## config.mk

```make
export PLATFORM = sky130hd
export DESIGN_NAME = mem_access_flat
export DESIGN_NICKNAME = d
export VERILOG_FILES = /design/src/rtl/mem_access_if.sv /design/src/rtl/mem_access.sv /design/src/flat_wrapper.sv
export SDC_FILE = /design/constraint.sdc
export NUM_CORES = 1
export LEC_CHECK = 0
export ABC_AREA = 0
export BUFFER_PORTS_ARGS = -buffer_cell sky130_fd_sc_hd__clkbuf_2
export CAP_MARGIN = 20
export CORE_MARGIN = 2
export CORE_UTILIZATION = 40
export DETAILED_ROUTE_END_ITERATION = 16
export MAX_ROUTING_LAYER = met4
export PLACE_DENSITY = 0.7
export RECOVER_POWER = 100
export SYNTH_ARGS = -nofsm -noshare
export SYNTH_HDL_FRONTEND = slang
export SYNTH_SLANG_ARGS = --single-unit
```

## constraint.sdc

```tcl
create_clock -name clk -period 1.75 [get_ports clk]
set_input_delay 0.175 -clock clk [delete_from_list [all_inputs] [get_ports clk]]
set_output_delay 0.175 -clock clk [all_outputs]
set_load 0.02 [all_outputs]
```

## src/rtl/mem_access_if.sv

```systemverilog
// Data-memory port of the memory-access stage: one request channel plus
// a single-beat load response channel.
interface mem_access_if;
  logic        dmem_req;
  logic        dmem_we;
  logic [31:0] dmem_addr;
  logic [31:0] dmem_wdata;
  logic [3:0]  dmem_wstrb;
  logic        dmem_ready;
  logic        dmem_rvalid;
  logic [31:0] dmem_rdata;

  modport master (
    output dmem_req, dmem_we, dmem_addr, dmem_wdata, dmem_wstrb,
    input  dmem_ready, dmem_rvalid, dmem_rdata
  );

  modport slave (
    input  dmem_req, dmem_we, dmem_addr, dmem_wdata, dmem_wstrb,
    output dmem_ready, dmem_rvalid, dmem_rdata
  );
endinterface

```

## src/rtl/mem_access.sv

```systemverilog
// Memory-access stage: runs one load/store over the data-memory port with
// lane steering, load extension and alignment checks; non-memory ops pass through.
module mem_access (
  input  logic        clk,
  input  logic        rstn,
  input  logic        start,
  input  logic        mem_read_enabled,
  input  logic        mem_write_enabled,
  input  logic [2:0]  funct3,
  input  logic [31:0] addr,
  input  logic [31:0] store_data,
  input  logic        reg_write_enabled,
  input  logic [4:0]  reg_write_dest,
  mem_access_if.master dmem,
  output logic        busy,
  output logic        done,
  output logic [31:0] wb_data,
  output logic        wb_enabled,
  output logic [4:0]  wb_dest,
  output logic        fault
);

  typedef enum logic [1:0] {IDLE, REQ, WAIT, DONE} state_t;

  state_t      state, state_d;
  logic        is_load, is_load_d;
  logic [2:0]  f3, f3_d;
  logic [1:0]  addr_lo, addr_lo_d;
  logic        reg_we, reg_we_d;

  logic        req_d, we_d;
  logic [31:0] dmem_addr_d, wdata_d;
  logic [3:0]  wstrb_d;
  logic        busy_d, done_d, wb_en_d, fault_d;
  logic [31:0] wb_data_d;
  logic [4:0]  wb_dest_d;

  logic        start_fault;
  logic [31:0] steer_wdata;
  logic [3:0]  steer_wstrb;
  logic [31:0] load_value;
  logic [7:0]  load_byte;
  logic [15:0] load_half;

  // Alignment and encoding checks work on the live inputs since they decide the IDLE exit.
  always_comb begin
    start_fault = 1'b0;
    if (mem_read_enabled && mem_write_enabled) begin
      start_fault = 1'b1;
    end else if (mem_read_enabled || mem_write_enabled) begin
      if (mem_read_enabled && (funct3 == 3'b011 || funct3[2:1] == 2'b11))
        start_fault = 1'b1;
      if (mem_write_enabled && (funct3[2] || funct3[1:0] == 2'b11))
        start_fault = 1'b1;
      if (funct3[1:0] == 2'b01 && addr[0])
        start_fault = 1'b1;
      if (funct3[1:0] == 2'b10 && addr[1:0] != 2'b00)
        start_fault = 1'b1;
    end
  end

  always_comb begin
    case (funct3[1:0])
      2'b00: begin
        steer_wdata = {4{store_data[7:0]}};
        steer_wstrb = 4'b0001 << addr[1:0];
      end
      2'b01: begin
        steer_wdata = {2{store_data[15:0]}};
        steer_wstrb = 4'b0011 << {addr[1], 1'b0};
      end
      default: begin
        steer_wdata = store_data;
        steer_wstrb = 4'b1111;
      end
    endcase
  end

  always_comb begin
    load_byte = dmem.dmem_rdata[{addr_lo, 3'b000} +: 8];
    load_half = dmem.dmem_rdata[{addr_lo[1], 4'b0000} +: 16];
    case (f3)
      3'b000:  load_value = {{24{load_byte[7]}}, load_byte};
      3'b001:  load_value = {{16{load_half[15]}}, load_half};
      3'b100:  load_value = {24'h0, load_byte};
      3'b101:  load_value = {16'h0, load_half};
      default: load_value = dmem.dmem_rdata;
    endcase
  end

  // NOTE: every signal gets its hold value first so no path through the case infers a latch.
  always_comb begin
    state_d     = state;
    is_load_d   = is_load;
    f3_d        = f3;
    addr_lo_d   = addr_lo;
    reg_we_d    = reg_we;
    req_d       = dmem.dmem_req;
    we_d        = dmem.dmem_we;
    dmem_addr_d = dmem.dmem_addr;
    wdata_d     = dmem.dmem_wdata;
    wstrb_d     = dmem.dmem_wstrb;
    busy_d      = busy;
    done_d      = 1'b0;
    wb_data_d   = wb_data;
    wb_en_d     = wb_enabled;
    wb_dest_d   = wb_dest;
    fault_d     = fault;

    case (state)
      IDLE: begin
        if (start) begin
          busy_d    = 1'b1;
          is_load_d = mem_read_enabled;
          f3_d      = funct3;
          addr_lo_d = addr[1:0];
          reg_we_d  = reg_write_enabled;
          wb_dest_d = reg_write_dest;
          wb_en_d   = 1'b0;
          fault_d   = 1'b0;
          wb_data_d = 32'h0;
          if (start_fault) begin
            state_d = DONE;
            done_d  = 1'b1;
            fault_d = 1'b1;
          end else if (!mem_read_enabled && !mem_write_enabled) begin
            state_d   = DONE;
            done_d    = 1'b1;
            wb_data_d = addr;
            wb_en_d   = reg_write_enabled;
          end else begin
            state_d     = REQ;
            req_d       = 1'b1;
            we_d        = mem_write_enabled;
            dmem_addr_d = {addr[31:2], 2'b00};
            wdata_d     = mem_write_enabled ? steer_wdata : 32'h0;
            wstrb_d     = mem_write_enabled ? steer_wstrb : 4'b0000;
          end
        end
      end
      REQ: begin
        if (dmem.dmem_ready) begin
          req_d = 1'b0;
          if (is_load) begin
            state_d = WAIT;
          end else begin
            state_d = DONE;
            done_d  = 1'b1;
          end
        end
      end
      WAIT: begin
        if (dmem.dmem_rvalid) begin
          state_d   = DONE;
          done_d    = 1'b1;
          wb_data_d = load_value;
          wb_en_d   = reg_we;
        end
      end
      DONE: begin
        state_d = IDLE;
        busy_d  = 1'b0;
        wb_en_d = 1'b0;
      end
      default: state_d = IDLE;
    endcase
  end

  // NOTE: registers use non-blocking assignment so every flop samples pre-edge values.
  always_ff @(posedge clk) begin
    if (!rstn) begin
      state           <= IDLE;
      is_load         <= 1'b0;
      f3              <= 3'b000;
      addr_lo         <= 2'b00;
      reg_we          <= 1'b0;
      dmem.dmem_req   <= 1'b0;
      dmem.dmem_we    <= 1'b0;
      dmem.dmem_addr  <= 32'h0;
      dmem.dmem_wdata <= 32'h0;
      dmem.dmem_wstrb <= 4'b0000;
      busy            <= 1'b0;
      done            <= 1'b0;
      wb_data         <= 32'h0;
      wb_enabled      <= 1'b0;
      wb_dest         <= 5'd0;
      fault           <= 1'b0;
    end else begin
      state           <= state_d;
      is_load         <= is_load_d;
      f3              <= f3_d;
      addr_lo         <= addr_lo_d;
      reg_we          <= reg_we_d;
      dmem.dmem_req   <= req_d;
      dmem.dmem_we    <= we_d;
      dmem.dmem_addr  <= dmem_addr_d;
      dmem.dmem_wdata <= wdata_d;
      dmem.dmem_wstrb <= wstrb_d;
      busy            <= busy_d;
      done            <= done_d;
      wb_data         <= wb_data_d;
      wb_enabled      <= wb_en_d;
      wb_dest         <= wb_dest_d;
      fault           <= fault_d;
    end
  end

endmodule
```

## src/flat_wrapper.sv

```systemverilog
// flat-port wrapper written by rule: the top's interface ports become plain ports
module mem_access_flat 
  (clk, rstn, start, mem_read_enabled, mem_write_enabled, funct3, addr, store_data, reg_write_enabled, reg_write_dest, busy, done, wb_data, wb_enabled, wb_dest, fault, dmem_dmem_req, dmem_dmem_we, dmem_dmem_addr, dmem_dmem_wdata, dmem_dmem_wstrb, dmem_dmem_ready, dmem_dmem_rvalid, dmem_dmem_rdata);
  mem_access_if dmem_i ();
  input  logic clk;
  input  logic rstn;
  input  logic start;
  input  logic mem_read_enabled;
  input  logic mem_write_enabled;
  input  logic [2:0] funct3;
  input  logic [31:0] addr;
  input  logic [31:0] store_data;
  input  logic reg_write_enabled;
  input  logic [4:0] reg_write_dest;
  output logic busy;
  output logic done;
  output logic [31:0] wb_data;
  output logic wb_enabled;
  output logic [4:0] wb_dest;
  output logic fault;
  output wire logic [$bits(dmem_i.dmem_req)-1:0] dmem_dmem_req;
  output wire logic [$bits(dmem_i.dmem_we)-1:0] dmem_dmem_we;
  output wire logic [$bits(dmem_i.dmem_addr)-1:0] dmem_dmem_addr;
  output wire logic [$bits(dmem_i.dmem_wdata)-1:0] dmem_dmem_wdata;
  output wire logic [$bits(dmem_i.dmem_wstrb)-1:0] dmem_dmem_wstrb;
  input wire logic [$bits(dmem_i.dmem_ready)-1:0] dmem_dmem_ready;
  input wire logic [$bits(dmem_i.dmem_rvalid)-1:0] dmem_dmem_rvalid;
  input wire logic [$bits(dmem_i.dmem_rdata)-1:0] dmem_dmem_rdata;
  assign dmem_dmem_req = dmem_i.dmem_req;
  assign dmem_dmem_we = dmem_i.dmem_we;
  assign dmem_dmem_addr = dmem_i.dmem_addr;
  assign dmem_dmem_wdata = dmem_i.dmem_wdata;
  assign dmem_dmem_wstrb = dmem_i.dmem_wstrb;
  assign dmem_i.dmem_ready = dmem_dmem_ready;
  assign dmem_i.dmem_rvalid = dmem_dmem_rvalid;
  assign dmem_i.dmem_rdata = dmem_dmem_rdata;
  mem_access u_core (.clk(clk), .rstn(rstn), .start(start), .mem_read_enabled(mem_read_enabled), .mem_write_enabled(mem_write_enabled), .funct3(funct3), .addr(addr), .store_data(store_data), .reg_write_enabled(reg_write_enabled), .reg_write_dest(reg_write_dest), .dmem(dmem_i), .busy(busy), .done(done), .wb_data(wb_data), .wb_enabled(wb_enabled), .wb_dest(wb_dest), .fault(fault));
endmodule
```

==> results of run 1 <==
[state kept, by name, indices dropped and copies added, names as in the netlist, 2 cells and up]
signal	cells
u_core.wb_dest	5
u_core.dmem.dmem_wdata	32
u_core.addr_lo	2
u_core.f3	3
u_core.dmem.dmem_addr	30
u_core.wb_data	32
u_core.state	2
u_core.dmem.dmem_wstrb	4
[worst register-to-register path, delay by kind of cell, from the launching register on]
| kind | cells | cell delay (ns) |
|---|---|---|
| AO/OA/AOI/OAI | 1 | 0.11 |
| adder cells (fa/ha/maj) | 1 | 0.18 |
| buffers and inverters | 2 | 0.25 |
| flip-flops | 1 | 0.37 |
| multiplexers | 1 | 0.18 |
| AND/OR/NAND/NOR | 2 | 0.52 |
[synth_stat cells (3+ instances only)]
cell type,count
nand2_1,156
dfxtp_1,118
mux2i_1,73
clkbuf_1,41
nor2_1,36
a21oi_1,34
a211oi_1,32
o22ai_1,20
nand3_1,17
mux2_2,16
buf_2,15
o21ai_0,15
a2111oi_0,10
and2_1,10
inv_1,9
nor3_1,9
a221oi_1,8
o32ai_1,8
and3b_1,7
nor4bb_1,7
o2111ai_1,7
buf_4,6
o2111a_1,6
o31ai_1,6
nand2b_1,5
ha_1,4
a32oi_1,3
buf_1,3
[worst max-delay path by stage]
stage | from | end | depth (start not counted)
finish | u_core.state[0] | u_core.wb_data[9] | 7
global route | u_core.state[0] | u_core.wb_data[20] | 7
CTS | u_core.state[0] | u_core.wb_data[16] | 7
detailed placement | u_core.state[1] | u_core.wb_data[16] | 7
global placement | u_core.state[1] | u_core.wb_data[1] | 7
floorplan | u_core.state[1] | u_core.wb_data[13] | 8
[cells by family after synthesis]
kind of cell             Yosys count
flip-flops                       118
AND/OR/NAND/NOR                  259
buffers and inverters             75
AO/OA/AOI/OAI                    158
other                              1
multiplexers                      90
adder cells (fa/ha/maj)            4
[report_power, final]
| part | internal, W | switching (W) | total, W |
|---|---|---|---|
| registers | 0.00307 | 0.000233 | 0.00330 |
| logic | 0.00159 | 0.00232 | 0.00391 |
| clock network | 0.00232 | 0.00124 | 0.00356 |
| total | 0.00698 | 0.00379 | 0.0108 |
[per-layer routing]
layer / wire length, µm / global-route usage / vias up
met2: 9060 / 0.363 / 257
li1: - / - / 3031
met5: 0 / - / -
met4: 471 / 0.0873 / 0
met1: 8980 / 0.327 / 2889
met3: 1240 / 0.0523 / 41
[stage by stage]
| stage | setup slack, ns | hold WS, ns | instances | power, W |
|---|---|---|---|---|
| 3_5_place_dp | -0.0626 | 0.404 | 1084 | 0.00693 |
| 6_report | 0.0247 | 0.0138 | 1141 | 0.0108 |
| 3_3_place_gp | 0.00836 | 0.398 | 1084 | 0.00690 |
| 4_1_cts | 0.0100 | 0.00116 | 1134 | 0.0106 |
| 5_1_grt | -0.0472 | 0.00972 | 1141 | 0.0113 |
| 2_1_floorplan | 0.0137 | 0.297 | 706 | 0.00571 |
[what timing repair did]
| item | 4_1_cts | 5_1_grt |
|---|---|---|
| buffers inserted | 0 | 4 |
| pin swaps | 1 | 4 |
| gates resized for setup | 5 | 20 |
| gates cloned | 0 | 3 |
| hold endpoints to repair | 18 | 0 |
| hold buffers | 18 | 0 |
| endpoints found under the setup margin | 24 | 41 |
[layout make-up]
class                   count  area (µm²)  share of cell area
multi-input cells         513        3370               0.409
clock buffers              25         515              0.0626
clock inverters             7        91.3              0.0111
repair buffers            285        1620               0.197
well taps                 184         230              0.0280
flip-flops and latches    118        2370               0.288
inverters                   9        36.3             0.00441
==> results.tsv, run 1 <==
metric	value	unit
TritonCTS clock tree	yes	
Async S/R FF share, synth	0	
Synth cell types	49	
max-cap viol count	0	
layout cell share with drive strength beyond 1	0.236	
Post-Synth Adder-Cell Area	0.00839	
clk buf depth	2	
largest family of logic cells by synthesized area	simple AND/OR/NAND/NOR gates	
post-synthesis sequential area ratio	0.396	
Hold EP	u_core.dmem.dmem_addr[2]	
WHS Path Cells	3	
Setup TNS	0	ns
worst reg2reg endpoint	u_core.wb_data[9]	
Rel. slew slack	0.631	
RSZ-0062 raised after global routing	yes	
crit path DAT	2.02	ns
Syn Std Cell Area	0.00596	mm²
Final Max Tran Viols	0	
vias	6218	
Synth area leaders	dfxtp_1 (40%), mux2i_1 (12%), nand2_1 (9.8%)	
combined buffer and inverter count along the critical path	2	
Setup violations, final	0	
Synth Area in Simple Gates	0.195	
Synth Instances	705	
Root Driver	clkbuf_16	
total grt overflow	0	
first-pass GRT wire length	30000	µm
post-synth top area cell	dfxtp_1	
drt pass-1 iters	6	
worst vdd ir	0.792	mV
R2R setup slack	0.02	ns
Compound-Gate Fraction of Synth Area	0.188	
most frequent cells in the layout	nand2_1 (156), dfxtp_1 (115), clkbuf_1 (111), clkbuf_2 (111), mux2i_1 (73)	
nets	1060	
Main synth FF type	dfxtp_1	
PwrDens	1310	mW/mm²
number of port buffers	220	
clk slew on worst S/H paths	0.05	ns
H-Tree Depth	4	
Leak	3.25	nW
vias in the first global route	5580	
Worst Setup Start Kind	flop	
Max Fclk	0.580	GHz
clock sink total	118	
status	complete, no violations	
commonest non-fill, non-tap cell in the layout	nand2_1	
critical path's top delay family	simple AND/OR/NAND/NOR gates	
Setup CP Type	reg -> reg	
Starting Density	0.410	
fin util	0.567	
Post-Route Skew	0.00683	ns
Reg-to-Reg Start	u_core.state[0]	
Post-Synth XOR/XNOR Area	0	
Crit path largest cell delay	0.37	ns
die height	126	µm
Tmin final	1.73	ns
Diodes inserted	0	
post-synth top area share	0.396	
cell area after layout	0.00824	mm²
post-DP HPWL	13700	µm
die area	0.0159	mm²
number of synthesized register bits	118	
clock latency on the worst-skew pair	0.42	ns
worst-path cell chain	inv_4 > ha_4 > or2_2 > and3_4 > clkbuf_16 > mux2i_1 > o32ai_1	
drt total wl	19800	µm
routed vias/inst	5.45	
Ports	223	
GPL Wtd Cong	0.915	
Mapped Avg Cell Area	8.46	µm²
initial antenna violation count	0	
GRT Util Overall	0.244	
Max Fanout on Critical Path	11	
worst min-delay path class	in -> reg	
FP Rows	44	
part of the cycle the worst path needs	0.986	
Worst Path Required	2.05	ns
Setup crit end kind	flop	
Post-synth EDFFs	0	
CP max stage cell	dfxtp_2	
CTS buffer count	17	
fill count	1402	
mux cell area share after synthesis	0.157	
Slew @ Worst Pin	0.553	ns
DR DRC count	0	
initial DRC count	534	
largest net degree at the start of global routing	56	
R2R cell count	7	
core area	0.0145	mm²
Fin. Hold Viols	0	
synthesis warning total	0	
Die Wd	126	µm
Area Overhead vs Synth	38.1	%
DR WL/cell	17.3	µm
worst hold start	addr[2]	
post-route antenna net violation count	0	
dpl cell area	0.00742	mm²
No activity file was read; power rests on OpenSTA's default activity.
==> inputs of run 2 (changes only) <==
Settings changed: PLACE_DENSITY 0.7 to 0.67.
Clock period 1.75 ns to 1.8 ns, I/O delays scaled along.
==> run 2 against run 1 <==
  * Sequential share of layout area rose by 0.37 points
  * Clock skew barely moved
  * Sequential power fell by 3%
  * Flip-flop and latch count did not move
  * Critical path depth did not move
  * Global-route usage fell by 0.13 points
  * Worst hold slack got worse by 0.0018 ns
  * Non-clock buffer count fell by 8
  * Core utilization fell by 0.71 points
  * Critical path type unchanged
  * Critical endpoint is now u_core.wb_data[15]
  * Largest power group unchanged
==> results.tsv, run 2 (same netlist as run 1, synthesis figures left out) <==
metric	value	unit
die area	0.0159	mm²
status	complete, no violations	
top sig layer	met4	
vias in the first global route	5809	
number of port buffers	220	
post-place setup slack	0.00273	ns
nets	1052	
H-Tree Depth	4	
clk buf depth	2	
worst min-delay path class	in -> reg	
Final Max Tran Viols	0	
vias	6102	
post-route antenna net violation count	0	
FP Rows	44	
DR WL/cell	17.1	µm
Leak	3.20	nW
initial DRC count	419	
Max Fanout on Critical Path	11	
clk slew on worst S/H paths	0.05	ns
drt pass-1 iters	5	
Final Worst Setup Slack	0.0523	ns
DR DRC count	0	
biggest regs	u_core.dmem.dmem_wdata: 32 flops, u_core.wb_data: 32 flops, u_core.dmem.dmem_addr: 30 flops	
Rel. slew slack	0.385	
clock latency on the worst-skew pair	0.41	ns
met3 WL	1340	µm
Crit path largest cell delay	0.37	ns
worst-path cell chain	inv_2 > ha_4 > or2_2 > and3_4 > clkbuf_16 > mux2i_1 > o32ai_1	
TritonCTS clock tree	yes	
WL met1	8750	µm
met2 wire length	8930	µm
Fin. Hold Viols	0	
most frequent cells in the layout	nand2_1 (156), dfxtp_1 (115), clkbuf_1 (112)	
Diodes inserted	0	
PwrDens	1280	mW/mm²
routed vias/inst	5.39	
largest net degree at the start of global routing	67	
Starting Density	0.410	
Ports	223	
Setup TNS	0	ns
worst vdd ir	0.612	mV
Post-Route Skew	0.00645	ns
initial antenna violation count	0	
Worst Path Required	2.05	ns
Max Fclk	0.572	GHz
total grt overflow	0	
Root Driver	clkbuf_16	
drt total wl	19400	µm
post-DP HPWL	13800	µm
part of the cycle the worst path needs	0.971	
layout cell share with drive strength beyond 1	0.236	
GPL Wtd Cong	0.893	
first-pass GRT wire length	30200	µm
Worst Setup Start Kind	flop	
Slew @ Worst Pin	0.922	ns
max-cap viol count	0	
Setup CP Type	reg -> reg	
fin util	0.560	
CP max stage cell	dfxtp_4	
Setup crit end kind	flop	
commonest non-fill, non-tap cell in the layout	nand2_1	
crit path DAT	1.99	ns
Setup violations, final	0	
die height	126	µm
Die Wd	126	µm
clock sink total	118	
CTS buffer count	17	
core area	0.0145	mm²
Area Overhead vs Synth	36.4	%
GRT Util Overall	0.242	
Tmin final	1.75	ns
RSZ-0062 raised after global routing	no	
[run 2: cell types whose count changed in the layout (fill, tap and decap cells not counted), sizes merged]
| cell | change |
|---|---|
| clkinv | +2 |
| dlygate4sd3 | -5 |
| bufinv | +1 |
| buf | -3 |
| dlymetal6s2s | -1 |
| clkbuf | -2 |
[run 2: final cells by class]
class / count / area (µm²)
repair buffers: 277 / 1550
inverters: 9 / 33.8
fillers: 1428 / 6400
well taps: 184 / 230
clock inverters: 10 / 128
clock buffers: 22 / 464
multi-input cells: 513 / 3360
flip-flops and latches: 118 / 2370
[run 2: worst paths after layout]
kind	from	endpoint	slack, ns	cells past startpoint
max reg2reg	u_core.state[1]	u_core.wb_data[15]	0.05	7
min reg2reg	u_core.fault	u_core.fault	0.45	2
min	addr[12]	u_core.dmem.dmem_addr[12]	0.01	3
max	u_core.state[1]	u_core.wb_data[15]	0.05	7
[run 2: metal layers]
layer / GRT usage / vias to the layer above
li1: - / 3001
met1: 0.327 / 2815
met2: 0.367 / 250
met3: 0.0429 / 36
met4: 0.0840 / 0
met5: - / -
[run 2: per-stage QoR]
stage	total power, W	hold slack (ns)	area (µm²)	instances
CTS	0.0102	0.00117	8120	1127
global route	0.0110	0.0278	8130	1133
global placement	0.00669	0.403	7390	1082
detailed placement	0.00672	0.408	7390	1082
finish	0.0104	0.0120	8130	1133
floorplan	0.00554	0.302	5980	706
[run 2: report_power, final]
part           switching (W)  internal, W
clock network        0.00117      0.00223
logic                0.00225      0.00158
registers           0.000220      0.00298
[run 2: timing repair]
action | in CTS | in global routing
buffers inserted | 0 | 3
hold buffers | 13 | 0
setup endpoints to repair | 3 | 32
hold endpoints to repair | 13 | 0
gates resized for setup | 3 | 20
cloned | 0 | 3
[run 2: critical path, delay by kind of cell (launching register included)]
kind / cells / cell delay, ns
flip-flops: 1 / 0.37
adder cells (fa/ha/maj): 1 / 0.18
AO/OA/AOI/OAI: 1 / 0.10
AND/OR/NAND/NOR: 2 / 0.54
multiplexers: 1 / 0.15
buffers and inverters: 2 / 0.24
==> inputs of run 3 (changes only) <==
--- a/config.mk
+++ b/config.mk
@@ -10,2 +10,3 @@
 export CAP_MARGIN = 20
+export CORE_ASPECT_RATIO = 2
 export CORE_MARGIN = 2
==> constraint.sdc (replaced) <==
create_clock -name clk -period 1.8 [get_ports clk]
set_input_delay 0.27 -clock clk [delete_from_list [all_inputs] [get_ports clk]]
set_output_delay 0.27 -clock clk [all_outputs]
set_load 0.02 [all_outputs]
==> run 3 against run 2 <==
  * Critical path depth unchanged
  * Cell area down 0.89%
  * Core utilization fell by 1.3 points
  * Flip-flop and latch count unchanged
  * Clock skew is 0.0033 ns higher
  * Critical path type unchanged
==> results.tsv, run 3 (same netlist as run 1, synthesis figures left out) <==
metric	value	unit
crit path DAT	2.03	ns
Max Fanout on Critical Path	15	
layout cell share with drive strength beyond 1	0.244	
clock sink total	118	
Cell Int Power	0.00637	W
Leak	3.14	nW
largest net degree at the start of global routing	45	
Sequential Power Share	0.313	
number of port buffers	220	
commonest non-fill, non-tap cell in the layout	nand2_1	
R2R cell count	7	
Reg-to-Reg Start	u_core.state[1]	
Final Max Tran Viols	0	
met3 usage	0.0379	
Net Sw Frac	0.377	
clock network power share	0.321	
Setup crit end kind	flop	
TritonCTS clock tree	yes	
biggest regs	u_core.dmem.dmem_wdata: 32 flops, u_core.wb_data: 32 flops, u_core.dmem.dmem_addr: 30 flops	
fill count	1462	
clk buf depth	2	
nets	1045	
register area	0.00237	mm²
Worst Setup Start Kind	flop	
status	complete, no violations	
GRT Util Overall	0.257	
Area Overhead vs Synth	35.2	%
clk slew on worst S/H paths	0.06	ns
drt pass-1 iters	5	
Diodes inserted	0	
Fin. Hold Viols	0	
R2R setup slack	0.07	ns
footprint of the multi-input gates	0.00338	mm²
Rel. slew slack	0.493	
Worst Path Required	2.10	ns
met1 Use GR	0.264	
Setup CP Type	reg -> reg	
PwrDens	1270	mW/mm²
Psw	0.00386	W
Tmin final	1.73	ns
WHS Path Cells	3	
Max Fclk	0.577	GHz
worst vdd ir	0.690	mV
cell area after layout	0.00806	mm²
worst hold start	reg_write_dest[4]	
Comb power frac	0.365	
most used routing layer	met2	
core area	0.0147	mm²
worst reg2reg endpoint	u_core.wb_data[17]	
post-DP HPWL	15400	µm
Hold EP	u_core.wb_dest[4]	
DR WL/cell	18.6	µm
DR DRC count	0	
initial antenna violation count	0	
vias in the first global route	5950	
post-route antenna net violation count	0	
routed vias/inst	5.55	
Post-Route Skew	0.00972	ns
FP Rows	63	
CTS buffer count	17	
drt total wl	21100	µm
initial DRC count	344	
vias	6304	
die area	0.0160	mm²
worst min-delay path class	in -> reg	
GR Layer Usage met2	0.463	
die height	177	µm
Setup violations, final	0	
total grt overflow	0	
dpl cell area	0.00742	mm²
post-cts hold buffer count	0	
clock latency on the worst-skew pair	0.42	ns
GPL Wtd Cong	0.939	
part of the cycle the worst path needs	0.963	
most frequent cells in the layout	nand2_1 (156), dfxtp_1 (116), clkbuf_2 (111)	
Slew @ Worst Pin	0.760	ns
first-pass GRT wire length	31400	µm
Root Driver	clkbuf_16	
Starting Density	0.405	
Final Worst Setup Slack	0.0665	ns
H-Tree Depth	4	
Ports	223	
post-place setup slack	-0.143	ns
max-cap viol count	0	
Die Wd	90.3	µm
RSZ-0062 raised after global routing	yes	
run 3: worst max path at each step:
stage,startpoint,endpoint,slack [ns]
3_3_place_gp,u_core.state[0],u_core.wb_data[22],-0.04
5_1_grt,u_core.state[1],u_core.wb_data[16],-0.06
3_5_place_dp,u_core.state[0],u_core.wb_data[20],-0.14
4_1_cts,u_core.state[0],u_core.wb_data[1],0.006
2_1_floorplan,u_core.state[0],u_core.wb_data[1],0.02
6_report,u_core.state[1],u_core.wb_data[17],0.07
run 3: cell type report:
class,instances,area share
multi-input cells,513,0.419
flip-flops and latches,118,0.294
repair buffers,270,0.183
clock buffers,18,0.0545
well taps,195,0.0303
clock inverters,13,0.0155
inverters,9,0.00419
run 3: what timing repair did:
action | in CTS | in global routing
buffers inserted | 0 | 5
endpoints found under the setup margin | 12 | 44
pin swaps | 0 | 3
gates cloned | 0 | 3
resized for setup | 2 | 26
run 3: critical path, stage by stage, from the launching register on:
cell and delay (ns):
dfxtp_4 0.37, inv_1 0.08, ha_4 0.17, nand2b_1 0.15, and3_4 0.24, buf_6 0.17, nor2_1 0.07, a2111oi_2 0.36
run 3: per-layer routing:
layer	wire, µm	share of wire
met1	7720	0.37
met2	11300	0.54
met3	964	0.046
met4	1140	0.054
met5	0	0
run 3: power groups by stage:
stage | clock (W) | combinational, W | sequential [W]
after detailed placement | 0 | 0.00353 | 0.00325
after floorplan | 0 | 0.00197 | 0.00357
after global routing | 0.00346 | 0.00405 | 0.00325
after global placement | 0 | 0.00350 | 0.00324
final | 0.00329 | 0.00374 | 0.00321
after CTS | 0.00333 | 0.00355 | 0.00320
run 3: per-stage QoR:
step / util / std cells / power (W) / hold WS, ns / TNS (ns)
after global placement: 0.504 / 1097 / 0.00674 / 0.439 / -0.421
after detailed placement: 0.504 / 1097 / 0.00678 / 0.447 / -1.26
final: 0.547 / 1136 / 0.0102 / 0.0794 / 0
after global routing: 0.547 / 1136 / 0.0108 / 0.0903 / -0.139
after floorplan: - / 706 / 0.00554 / 0.392 / 0
after CTS: 0.542 / 1128 / 0.0101 / 0.0663 / 0
